<file path="config.mk">
export PLATFORM = sky130hd
export DESIGN_NAME = map_discrete_bank_flat
export DESIGN_NICKNAME = d
export VERILOG_FILES = /design/src/rtl/map_discrete_bank_pkg.sv /design/src/rtl/map_discrete_bank_if.sv /design/src/rtl/map_discrete_bank_m2_wr_det.sv /design/src/rtl/map_discrete_bank.sv /design/src/flat_wrapper.sv
export SDC_FILE = /design/constraint.sdc
export NUM_CORES = 1
export LEC_CHECK = 0
export BUFFER_PORTS_ARGS = -buffer_cell sky130_fd_sc_hd__buf_2
export CAP_MARGIN = 20
export CORE_MARGIN = 5
export CORE_UTILIZATION = 32
export DETAILED_ROUTE_END_ITERATION = 6
export PLACE_DENSITY = 0.81
export SYNTH_ARGS = -nofsm -noshare
export SYNTH_HDL_FRONTEND = slang
export SYNTH_SLANG_ARGS = --single-unit
</file>
<file path="constraint.sdc">
create_clock -name clk -period 1.5 [get_ports clk]
set_clock_uncertainty 0.05 [all_clocks]
set_input_delay 0.075 -clock clk [delete_from_list [all_inputs] [get_ports clk]]
set_output_delay 0.075 -clock clk [all_outputs]
set_load 0.005 [all_outputs]
</file>
<file path="src/rtl/map_discrete_bank_pkg.sv">
// Shared constants for the discrete-logic bank mapper: mode codes, write-FSM
// encodings and save-state addresses.
package map_discrete_bank_pkg;

   localparam int MODE_UXROM = 0;
   localparam int MODE_CNROM = 1;
   localparam int MODE_GXROM = 2;
   localparam int MODE_AXROM = 3;

   localparam logic [1:0] ST_IDLE   = 2'd0;
   localparam logic [1:0] ST_ARMED  = 2'd1;
   localparam logic [1:0] ST_COMMIT = 2'd2;

   localparam logic [7:0] SS_ADDR_BANK = 8'd0;
   localparam logic [7:0] SS_ADDR_IDX  = 8'd127;

endpackage

</file>
<file path="src/rtl/map_discrete_bank_if.sv">
// Cartridge-side bus bundle for map_discrete_bank: CPU/PPU inputs, save-state
// port and the PRG/CHR/SRAM/CIRAM address and strobe outputs.
interface map_discrete_bank_if #(
   parameter int PRG_AW = 19,
   parameter int CHR_AW = 17
);
   logic              m2;
   logic [15:0]       cpu_addr;
   logic [7:0]        cpu_dat;
   logic              cpu_rw;
   logic [7:0]        prg_dat;
   logic [13:0]       ppu_addr;
   logic              ppu_oe;
   logic              ppu_we;
   logic              cfg_mir_v;
   logic              cfg_chr_ram;
   logic              ss_we;
   logic [7:0]        ss_addr;
   logic [7:0]        ss_wdat;
   logic [7:0]        ss_rdat;
   logic [PRG_AW-1:0] prg_addr;
   logic [CHR_AW-1:0] chr_addr;
   logic [12:0]       srm_addr;
   logic              rom_ce;
   logic              ram_ce;
   logic              ram_we;
   logic              prg_oe;
   logic              chr_ce;
   logic              chr_we;
   logic              chr_oe;
   logic              ciram_ce;
   logic              ciram_a10;
   logic [7:0]        bank_q;

   modport slave (
      input  m2, cpu_addr, cpu_dat, cpu_rw, prg_dat, ppu_addr, ppu_oe, ppu_we,
             cfg_mir_v, cfg_chr_ram, ss_we, ss_addr, ss_wdat,
      output ss_rdat, prg_addr, chr_addr, srm_addr, rom_ce, ram_ce, ram_we,
             prg_oe, chr_ce, chr_we, chr_oe, ciram_ce, ciram_a10, bank_q
   );

   modport master (
      output m2, cpu_addr, cpu_dat, cpu_rw, prg_dat, ppu_addr, ppu_oe, ppu_we,
             cfg_mir_v, cfg_chr_ram, ss_we, ss_addr, ss_wdat,
      input  ss_rdat, prg_addr, chr_addr, srm_addr, rom_ce, ram_ce, ram_we,
             prg_oe, chr_ce, chr_we, chr_oe, ciram_ce, ciram_a10, bank_q
   );

endinterface

</file>
<file path="src/rtl/map_discrete_bank_m2_wr_det.sv">
// M2 synchroniser and CPU-store detector; emits one wr_stb_o per qualifying M2
// cycle. MAP_DSCR_BUS_CONFLICT_EN: committed data is ANDed with PRG ROM data.
//
// state  | meaning
// IDLE   | waiting for M2 rise with a CPU store to $8000-$FFFF
// ARMED  | store in progress, latching data while M2 high
// COMMIT | wr_stb_o asserted for one clk, then back to IDLE
module map_discrete_bank_m2_wr_det
   import map_discrete_bank_pkg::*;
(
   input  logic       clk,
   input  logic       rst,
   input  logic       m2_i,
   input  logic       cpu_a15_i,
   input  logic       cpu_rw_i,
   input  logic [7:0] cpu_dat_i,
   input  logic [7:0] prg_dat_i,
   input  logic       ss_clr_i,
   output logic       wr_stb_o,
   output logic [7:0] wr_dat_o
);

   logic       m2_s1_q, m2_s_q, m2_prev_q;
   logic [1:0] state_q, state_d;
   logic [7:0] wdat_q, wdat_d;
   logic [7:0] pdat_q, pdat_d;
   logic       m2_rise, m2_fall;

   assign m2_rise = m2_s_q & ~m2_prev_q;
   assign m2_fall = ~m2_s_q & m2_prev_q;

   always_comb begin
      state_d = state_q;
      wdat_d  = wdat_q;
      pdat_d  = pdat_q;
      case (state_q)
         ST_IDLE: begin
            if (m2_rise && !cpu_rw_i && cpu_a15_i) state_d = ST_ARMED;
         end
         ST_ARMED: begin
            if (m2_fall) begin
               state_d = ST_COMMIT;
            end else if (m2_s_q) begin
               if (cpu_rw_i || !cpu_a15_i) begin
                  state_d = ST_IDLE;
               end else begin
                  wdat_d = cpu_dat_i;
                  pdat_d = prg_dat_i;
               end
            end
         end
         ST_COMMIT: state_d = ST_IDLE;
         default:   state_d = ST_IDLE;
      endcase
      if (ss_clr_i) state_d = ST_IDLE;
   end

   always_ff @(posedge clk or posedge rst) begin
      if (rst) begin
         m2_s1_q   <= 1'b0;
         m2_s_q    <= 1'b0;
         m2_prev_q <= 1'b0;
         state_q   <= ST_IDLE;
         wdat_q    <= 8'h00;
         pdat_q    <= 8'h00;
      end else begin
         m2_s1_q   <= m2_i;
         m2_s_q    <= m2_s1_q;
         m2_prev_q <= m2_s_q;
         state_q   <= state_d;
         wdat_q    <= wdat_d;
         pdat_q    <= pdat_d;
      end
   end

   assign wr_stb_o = (state_q == ST_COMMIT);

`ifdef MAP_DSCR_BUS_CONFLICT_EN
   assign wr_dat_o = wdat_q & pdat_q;
`else
   logic unused_pdat;
   assign unused_pdat = ^pdat_q;
   assign wr_dat_o    = wdat_q;
`endif

endmodule

</file>
<file path="src/rtl/map_discrete_bank.sv">
// Discrete-logic bank mapper (UxROM/CNROM/GxROM/AxROM by MODE) with M2 store
// detection and save-state access. Optional macro: MAP_DSCR_BUS_CONFLICT_EN.
module map_discrete_bank
   import map_discrete_bank_pkg::*;
#(
   parameter int         MODE    = 0,
   parameter int         PRG_AW  = 19,
   parameter int         CHR_AW  = 17,
   parameter logic [7:0] MAP_IDX = 8'd2
) (
   input logic            clk,
   input logic            map_rst,
   map_discrete_bank_if.slave bus
);

   logic [7:0]        bank_q, bank_d;
   logic              wr_stb;
   logic [7:0]        wr_dat;
   logic              ss_bank_we;
   logic [PRG_AW-1:0] prg_sel;
   logic [CHR_AW-1:0] chr_sel;
   logic              a10_sel;
   logic              ciram_ce;

   assign ss_bank_we = bus.ss_we && (bus.ss_addr == SS_ADDR_BANK);

   map_discrete_bank_m2_wr_det u_wr_det (
      .clk       (clk),
      .rst       (map_rst),
      .m2_i      (bus.m2),
      .cpu_a15_i (bus.cpu_addr[15]),
      .cpu_rw_i  (bus.cpu_rw),
      .cpu_dat_i (bus.cpu_dat),
      .prg_dat_i (bus.prg_dat),
      .ss_clr_i  (ss_bank_we),
      .wr_stb_o  (wr_stb),
      .wr_dat_o  (wr_dat)
   );

   // Save-state restore takes precedence over a store committing in the same clk.
   always_comb begin
      bank_d = bank_q;
      if (ss_bank_we)  bank_d = bus.ss_wdat;
      else if (wr_stb) bank_d = wr_dat;
   end

   always_ff @(posedge clk or posedge map_rst) begin
      if (map_rst) bank_q <= 8'h00;
      else         bank_q <= bank_d;
   end

   always_comb begin
      prg_sel = PRG_AW'(bus.cpu_addr[14:0]);
      chr_sel = CHR_AW'(bus.ppu_addr[12:0]);
      a10_sel = bus.cfg_mir_v ? bus.ppu_addr[10] : bus.ppu_addr[11];
      case (MODE)
         MODE_UXROM: begin
            // Upper 16K window is hard-wired to the last bank.
            if (bus.cpu_addr[14])
               prg_sel = PRG_AW'({{PRG_AW{1'b1}}, bus.cpu_addr[13:0]});
            else
               prg_sel = PRG_AW'({bank_q, bus.cpu_addr[13:0]});
         end
         MODE_CNROM: begin
            chr_sel = CHR_AW'({bank_q[1:0], bus.ppu_addr[12:0]});
         end
         MODE_GXROM: begin
            prg_sel = PRG_AW'({bank_q[5:4], bus.cpu_addr[14:0]});
            chr_sel = CHR_AW'({bank_q[1:0], bus.ppu_addr[12:0]});
         end
         MODE_AXROM: begin
            prg_sel = PRG_AW'({bank_q[2:0], bus.cpu_addr[14:0]});
            a10_sel = bank_q[4];
         end
         default: ;
      endcase
   end

   assign ciram_ce      = ~bus.ppu_addr[13];
   assign bus.prg_addr  = prg_sel;
   assign bus.chr_addr  = chr_sel;
   assign bus.ciram_a10 = a10_sel;
   assign bus.ciram_ce  = ciram_ce;
   assign bus.chr_ce    = ciram_ce;
   assign bus.chr_we    = bus.cfg_chr_ram & ~bus.ppu_we & ciram_ce;
   assign bus.chr_oe    = ~bus.ppu_oe;
   assign bus.srm_addr  = bus.cpu_addr[12:0];
   assign bus.rom_ce    = bus.cpu_addr[15];
   assign bus.ram_ce    = (bus.cpu_addr[15:13] == 3'b011);
   assign bus.ram_we    = ~bus.cpu_rw & (bus.cpu_addr[15:13] == 3'b011);
   assign bus.prg_oe    = bus.cpu_rw;
   assign bus.bank_q    = bank_q;

   assign bus.ss_rdat = (bus.ss_addr == SS_ADDR_BANK) ? bank_q  :
                        (bus.ss_addr == SS_ADDR_IDX)  ? MAP_IDX : 8'hFF;

endmodule
</file>
<file path="src/flat_wrapper.sv">
// flat-port wrapper written by rule: the top's interface ports become plain ports
module map_discrete_bank_flat import map_discrete_bank_pkg::*;
#(
   parameter int         MODE    = 0,
   parameter int         PRG_AW  = 19,
   parameter int         CHR_AW  = 17,
   parameter logic [7:0] MAP_IDX = 8'd2
)
  (clk, map_rst, bus_m2, bus_cpu_addr, bus_cpu_dat, bus_cpu_rw, bus_prg_dat, bus_ppu_addr, bus_ppu_oe, bus_ppu_we, bus_cfg_mir_v, bus_cfg_chr_ram, bus_ss_we, bus_ss_addr, bus_ss_wdat, bus_ss_rdat, bus_prg_addr, bus_chr_addr, bus_srm_addr, bus_rom_ce, bus_ram_ce, bus_ram_we, bus_prg_oe, bus_chr_ce, bus_chr_we, bus_chr_oe, bus_ciram_ce, bus_ciram_a10, bus_bank_q);
  map_discrete_bank_if #(.PRG_AW(PRG_AW), .CHR_AW(CHR_AW)) bus_i ();
  input logic clk;
  input logic map_rst;
  input wire logic [$bits(bus_i.m2)-1:0] bus_m2;
  input wire logic [$bits(bus_i.cpu_addr)-1:0] bus_cpu_addr;
  input wire logic [$bits(bus_i.cpu_dat)-1:0] bus_cpu_dat;
  input wire logic [$bits(bus_i.cpu_rw)-1:0] bus_cpu_rw;
  input wire logic [$bits(bus_i.prg_dat)-1:0] bus_prg_dat;
  input wire logic [$bits(bus_i.ppu_addr)-1:0] bus_ppu_addr;
  input wire logic [$bits(bus_i.ppu_oe)-1:0] bus_ppu_oe;
  input wire logic [$bits(bus_i.ppu_we)-1:0] bus_ppu_we;
  input wire logic [$bits(bus_i.cfg_mir_v)-1:0] bus_cfg_mir_v;
  input wire logic [$bits(bus_i.cfg_chr_ram)-1:0] bus_cfg_chr_ram;
  input wire logic [$bits(bus_i.ss_we)-1:0] bus_ss_we;
  input wire logic [$bits(bus_i.ss_addr)-1:0] bus_ss_addr;
  input wire logic [$bits(bus_i.ss_wdat)-1:0] bus_ss_wdat;
  output wire logic [$bits(bus_i.ss_rdat)-1:0] bus_ss_rdat;
  output wire logic [$bits(bus_i.prg_addr)-1:0] bus_prg_addr;
  output wire logic [$bits(bus_i.chr_addr)-1:0] bus_chr_addr;
  output wire logic [$bits(bus_i.srm_addr)-1:0] bus_srm_addr;
  output wire logic [$bits(bus_i.rom_ce)-1:0] bus_rom_ce;
  output wire logic [$bits(bus_i.ram_ce)-1:0] bus_ram_ce;
  output wire logic [$bits(bus_i.ram_we)-1:0] bus_ram_we;
  output wire logic [$bits(bus_i.prg_oe)-1:0] bus_prg_oe;
  output wire logic [$bits(bus_i.chr_ce)-1:0] bus_chr_ce;
  output wire logic [$bits(bus_i.chr_we)-1:0] bus_chr_we;
  output wire logic [$bits(bus_i.chr_oe)-1:0] bus_chr_oe;
  output wire logic [$bits(bus_i.ciram_ce)-1:0] bus_ciram_ce;
  output wire logic [$bits(bus_i.ciram_a10)-1:0] bus_ciram_a10;
  output wire logic [$bits(bus_i.bank_q)-1:0] bus_bank_q;
  assign bus_i.m2 = bus_m2;
  assign bus_i.cpu_addr = bus_cpu_addr;
  assign bus_i.cpu_dat = bus_cpu_dat;
  assign bus_i.cpu_rw = bus_cpu_rw;
  assign bus_i.prg_dat = bus_prg_dat;
  assign bus_i.ppu_addr = bus_ppu_addr;
  assign bus_i.ppu_oe = bus_ppu_oe;
  assign bus_i.ppu_we = bus_ppu_we;
  assign bus_i.cfg_mir_v = bus_cfg_mir_v;
  assign bus_i.cfg_chr_ram = bus_cfg_chr_ram;
  assign bus_i.ss_we = bus_ss_we;
  assign bus_i.ss_addr = bus_ss_addr;
  assign bus_i.ss_wdat = bus_ss_wdat;
  assign bus_ss_rdat = bus_i.ss_rdat;
  assign bus_prg_addr = bus_i.prg_addr;
  assign bus_chr_addr = bus_i.chr_addr;
  assign bus_srm_addr = bus_i.srm_addr;
  assign bus_rom_ce = bus_i.rom_ce;
  assign bus_ram_ce = bus_i.ram_ce;
  assign bus_ram_we = bus_i.ram_we;
  assign bus_prg_oe = bus_i.prg_oe;
  assign bus_chr_ce = bus_i.chr_ce;
  assign bus_chr_we = bus_i.chr_we;
  assign bus_chr_oe = bus_i.chr_oe;
  assign bus_ciram_ce = bus_i.ciram_ce;
  assign bus_ciram_a10 = bus_i.ciram_a10;
  assign bus_bank_q = bus_i.bank_q;
  map_discrete_bank #(.MODE(MODE), .PRG_AW(PRG_AW), .CHR_AW(CHR_AW), .MAP_IDX(MAP_IDX)) u_core (.clk(clk), .map_rst(map_rst), .bus(bus_i));
endmodule
</file>
==> results.md, run 1 <==
* Status: finished, final reports clean
* Number of nets in the layout at 256
* CP bufs+invs at 2
* FMAX at 719 MHz
* Startpoint types: primary input
* Largest vdd supply drop at 0.494 mV
* Static Leak at 0.830 nW
* Most used cell, CP: buf_2
* H-tree levels at 1
* # clock sinks at 21
* N_diodes at 0
* Die W at 76.9 um
* CTS Buf Count at 3
* GRT Total Usage at 11.8%
* Largest net degree at the start of global routing at 22
* DP HPWL at 2780 um
* Post-synth EDFFs at 0
* Fin util at 39.0%
* Register area share after synthesis at 36.7%
* Seq cells post-synth at 21
* Layout cells sized above 1 at 55.4%
* Yosys cell types at 29
* Die Height at 76.9 um
* Worst Path Arrival at 1270 ps
* Post-route cell area at 1700 um^2
* DRT Pass-1 Iters at 3
* Routability Congestion at 0.756
* Initial DRC Count at 25
* Max_cap viols at 0
* Vias at 1087
* Hold Path Class: in -> reg
* Final Max Tran Viols at 0
* Synth area leader: dfrtp_1
* Post-layout min period at 1390 ps
* Port bufs at 71
* Num ports at 145
* Critical Path Max Stage Delay at 610 ps
* Drt total wl at 3460 um
* Post-synthesis average cell area at 10.1 um^2
* Clock tree buffer depth at 2
* Synth top area cells: dfrtp_1 37%, buf_4 25%, mux2_2 11%, o21a_1 3.7%, mux2i_1 3.5%
* # placed instances at 220
* Power, Total at 1.54 mW
* CP required at 1370 ps
* CTS tree: built
* Asr flop ratio synth at 100%
* DP Area at 1530 um^2
* Crit share post-route at 92.7%
* WS Path Type: in -> out
* Vias in the first global route at 1156
* Post-synth top area share at 36.7%
* R2R depth at 3
* WL per Instance at 14.7 um
* Primary FF master, synth: dfrtp_1
* CP Capture Type: output port
* Non-Filler Instances at 236
* CP Depth at 4
* Starting density of the core at 32.9%
* Post-Route Setup TNS at 0 ps
* Synth Cell Area at 1430 um^2
* Syn Inst Count at 142
* Clock slew at reported path FFs at 70 ps
* CP max-delay cell: or4_1
* Final setup viols at 0
* Initial antenna violation count at 0
* Hold path depth at 2
* RSZ-0062 raised after global routing: false
* Row cnt at 24
* CTS root buf: clkbuf_8
* Die area at 5910 um^2
* Total core area at 4350 um^2
* Area growth, synth to finish at 18.5%
* GR Overflow Total at 0
* Final hold vios at 0
* Yosys Warn Count at 0
* Number of nets with antenna violations after routing at 0
* DRC violations left at 0
* Ordered cell list for the critical path: buf_2, or4_1, or3_1, buf_2
* Worst-Skew Late Latency at 260 ps
* Pwr/cell area at 907 nW/um^2
* Vias per inst at 4.61
* Largest delay contributor family on the critical path: simple AND/OR/NAND/NOR gates
* Global-route wire length before repair at 5630 um
* Crit Path Max Fanout at 6
placed cells by master, fill, tap and decap left out, types with 4 or more instances in the layout:
cell type,instances
nor4_1,7
mux2_2,14
dlygate4sd3_1,11
conb_1,4
mux2i_1,5
inv_1,5
buf_2,71
or2_2,6
o21a_1,7
a21oi_1,5
dfrtp_1,21
metal layers:
layer | vias to the layer above | wire length, um | GRT usage, %
met5 | - | 0 | 0
met4 | 0 | 67 | 5.07
met3 | 9 | 368 | 4.68
met2 | 53 | 1680 | 19.4
met1 | 505 | 1350 | 13.4
li1 | 520 | - | -
logic make-up (layout without fill, tap and decap cells):
| group | Yosys count | after routing | share of synthesized area [%] |
|---|---|---|---|
| mux | 20 | 20 | 15.3 |
| flops | 21 | 21 | 36.7 |
| buf+inv | 56 | 95 | 27.2 |
| simple gates | 30 | 30 | 13.9 |
| other cells | 1 | 4 | 0.262 |
| compound gates | 14 | 14 | 6.64 |
per-stage QoR:
step           setup slack (ps)  hold WS (ps)
2_1_floorplan              74.9          1.53
3_3_place_gp               21.3          63.4
5_1_grt                    18.1          8.95
3_5_place_dp               6.76          71.5
4_1_cts                    61.5          1.35
6_report                    109          3.50
cell type report:
type	count	area, um^2
multi-input combinational	68	534
clock buffer	4	45.0
timing repair buffer	86	508
fill	443	2660
tap	52	65.1
inverter	5	18.8
sequential	21	526
Yosys cell counts (2+ instances only):
cell,instances
a21oi_1,5
buf_2,2
buf_4,47
clkbuf_1,2
dfrtp_1,21
inv_1,5
mux2_2,14
mux2i_1,5
nand2_1,2
nor2b_1,2
nor4_1,7
o21a_1,7
or2_2,6
or4_1,2
state kept, by name (all words and copies together), names as in the netlist:
| signal | flops |
|---|---|
| u_core.u_wr_det.wr_dat_o | 8 |
| u_core.u_wr_det.m2_prev_q | 1 |
| u_core.bus.bank_q | 8 |
| u_core.u_wr_det.m2_s1_q | 1 |
| u_core.u_wr_det.state_q | 2 |
| u_core.u_wr_det.m2_s_q | 1 |
power breakdown:
| part | total [mW] | internal, mW | switching, mW |
|---|---|---|---|
| sequential | 0.771 | 0.680 | 0.0913 |
| clock | 0.373 | 0.190 | 0.184 |
| combinational | 0.395 | 0.241 | 0.153 |
| total | 1.54 | 1.11 | 0.428 |
final timing paths:
check	start	end	slack (ps)
setup / recovery	bus_ss_addr[4]	bus_ss_rdat[1]	110
hold / removal	bus_cpu_dat[5]	u_core.u_wr_det.wr_dat_o[5]$_DFFE_PP0P_	3
setup reg to reg	u_core.u_wr_det.state_q[0]$_DFFE_PP0P_	u_core.bus.bank_q[4]$_DFFE_PP0P_	110
hold reg to reg	u_core.u_wr_det.m2_s1_q$_DFF_PP0_	u_core.u_wr_det.m2_s_q$_DFF_PP0_	300
max in group asynchronous	map_rst	u_core.u_wr_det.wr_dat_o[3]$_DFFE_PP0P_	860
min in group asynchronous	map_rst	u_core.u_wr_det.m2_s1_q$_DFF_PP0_	330
repair_timing:
item	in CTS	in global routing
setup endpoints to repair	3	4
gates resized for setup	1	1
pin swaps	0	1
endpoints found under the hold margin	31	0
hold buffers	11	0
buffers inserted	0	1
Power figures use the tool's default switching activity.
==> inputs of run 2 (changes only) <==
--- a/config.mk
+++ b/config.mk
@@ -8,9 +8,10 @@
 export BUFFER_PORTS_ARGS = -buffer_cell sky130_fd_sc_hd__buf_2
 export CAP_MARGIN = 20
 export CORE_MARGIN = 5
-export CORE_UTILIZATION = 32
+export CORE_UTILIZATION = 38
 export DETAILED_ROUTE_END_ITERATION = 6
-export PLACE_DENSITY = 0.81
+export PLACE_DENSITY = 0.9
+export SETUP_SLACK_MARGIN = 0.15
 export SYNTH_ARGS = -nofsm -noshare
 export SYNTH_HDL_FRONTEND = slang
 export SYNTH_SLANG_ARGS = --single-unit
==> constraint.sdc (replaced) <==
create_clock -name clk -period 1.8 [get_ports clk]
set_clock_uncertainty 0.05 [all_clocks]
set_input_delay 0.09 -clock clk [delete_from_list [all_inputs] [get_ports clk]]
set_output_delay 0.09 -clock clk [all_outputs]
set_load 0.005 [all_outputs]
==> run 2 against run 1 <==
Combinational power decreased by 22%; total power decreased by 19%; via count decreased by 6.4%; routed wire length decreased by 9.3%; flip-flop and latch count unchanged; global-route usage decreased by 0.053 points; design area decreased by 8.0%; first-iteration DRC count increased by 36%; sequential share of layout area increased by 2.7 points; critical path depth decreased by 1; critical path type is now reg -> reg; critical endpoint is now u_core.bus.bank_q[4]$_DFFE_PP0P_; highest routed layer unchanged.
==> results.md, run 2 (synthesis gave the netlist of run 1 again) <==
* Status: finished, final reports clean
* CTS tree: built
* Worst-Skew Late Latency at 250 ps
* Port bufs at 71
* Die Height at 71.4 um
* Post-Route Setup TNS at 0 ps
* Vias at 1017
* Worst Path Arrival at 1610 ps
* Num ports at 145
* CP required at 1890 ps
* DP HPWL at 2560 um
* GR Overflow Total at 0
* DRT Pass-1 Iters at 4
* Drt total wl at 3140 um
* Ordered cell list for the critical path: nor2b_1, mux2_2, mux2_2
* Power, Total at 1.24 mW
* Number of nets with antenna violations after routing at 0
* Most frequent cells in the layout: 71 x buf_2, 21 x dfrtp_1, 14 x mux2_2
* Global-route wire length before repair at 4780 um
* CTS root buf: clkbuf_8
* WS Path Type: reg -> reg
* CP Capture Type: flip-flop
* Largest vdd supply drop at 0.391 mV
* Clock tree buffer depth at 2
* Non-Filler Instances at 220
* # clock sinks at 21
* N_diodes at 0
* Max_cap viols at 0
* WL per Instance at 14.3 um
* Number of nets in the layout at 244
* Final setup viols at 0
* Initial antenna violation count at 0
* Row cnt at 22
* Slew HR at 49.4%
* Pwr/cell area at 795 nW/um^2
* Die W at 71.4 um
* Routability Congestion at 0.744
* Startpoint types: flip-flop
* Clock slew at reported path FFs at 70 ps
* Largest net degree at the start of global routing at 22
* RSZ-0062 raised after global routing: false
* DRC violations left at 0
* FMAX at 658 MHz
* Vias per inst at 4.62
* Postcts setup bufs at 0
* # placed instances at 214
* Commonest non-fill, non-tap cell in the layout: buf_2
* Final Max Tran Viols at 0
* Hold Path Class: in -> reg
* Final hold vios at 0
* Initial DRC Count at 34
* Most used cell, CP: mux2_2
* Post-layout min period at 1520 ps
* Area growth, synth to finish at 9.00%
* Crit share post-route at 84.4%
* Total core area at 3660 um^2
* CP max-delay cell: dfrtp_1
* Static Leak at 0.773 nW
* Crit Path Max Fanout at 4
* CTS Buf Count at 3
* Critical Path Max Stage Delay at 400 ps
* Starting density of the core at 39.1%
* Layout cells sized above 1 at 56.4%
* Die area at 5090 um^2
* Vias in the first global route at 1034
* H-tree levels at 1
* GRT Total Usage at 11.7%
* Worst Max-Slew Pin Slew at 758 ps
run 2: report_power, final:
| part | internal (mW) | leakage, nW | total [mW] | switching (mW) |
|---|---|---|---|---|
| Clock | 0.157 | 0.0228 | 0.294 | 0.137 |
| Sequential | 0.567 | 0.267 | 0.638 | 0.0713 |
| Combinational | 0.185 | 0.484 | 0.308 | 0.122 |
| Total | 0.909 | 0.773 | 1.24 | 0.331 |
run 2: layout make-up:
| type | count | area (um^2) |
|---|---|---|
| clock buffer | 4 | 45.0 |
| fill | 350 | 2100 |
| inverter | 5 | 18.8 |
| multi-input combinational | 68 | 528 |
| sequential | 21 | 526 |
| tap | 48 | 60.1 |
| timing repair buffer | 74 | 383 |
run 2: worst paths after layout:
path                                                        startpoint                                       to  slack [ps]  cells past startpoint
worst max-delay path            u_core.u_wr_det.state_q[0]$_DFFE_PP0P_         u_core.bus.bank_q[4]$_DFFE_PP0P_         280                      3
worst min-delay path                                    bus_cpu_dat[2]  u_core.u_wr_det.wr_dat_o[2]$_DFFE_PP0P_          10                      2
worst max register to register  u_core.u_wr_det.state_q[0]$_DFFE_PP0P_         u_core.bus.bank_q[4]$_DFFE_PP0P_         280                      3
worst min register to register       u_core.u_wr_det.m2_s1_q$_DFF_PP0_         u_core.u_wr_det.m2_s_q$_DFF_PP0_         310                      0
max in group asynchronous                                      map_rst         u_core.bus.bank_q[1]$_DFFE_PP0P_         770                      3
min in group asynchronous                                      map_rst         u_core.bus.bank_q[3]$_DFFE_PP0P_         460                      3
run 2: through the flow:
| stage | instance area [um^2] | util (%) | hold slack [ps] | setup slack, ps |
|---|---|---|---|---|
| floorplan | 1440 | - | 16.5 | 375 |
| global placement | 1500 | 40.8 | 130 | 302 |
| detailed placement | 1500 | 40.8 | 130 | 282 |
| CTS | 1560 | 42.6 | 5.31 | 281 |
| global route | 1560 | 42.6 | 2.33 | 181 |
| finish | 1560 | 42.6 | 13.8 | 280 |
run 2: routing by layer:
layer  share of wire, %  up-vias  GRT usage (%)
met5                  0        -              0
met2                 46       53           19.2
met4                1.9        0           5.85
met3                 10       12           2.81
li1                   -      493              -
met1                 42      459           14.4
run 2: repair_timing:
item                                   in CTS  in global routing
endpoints found under the hold margin      22                  0
hold buffers                                2                  0
setup endpoints to repair                   0                  0
resized for setup                           0                  0
run 2: critical path: cells and delay by family, from the launching register on:
| kind | cells | cell delay [ps] |
|---|---|---|
| simple gates | 1 | 330 |
| mux | 2 | 640 |
| flops | 1 | 400 |
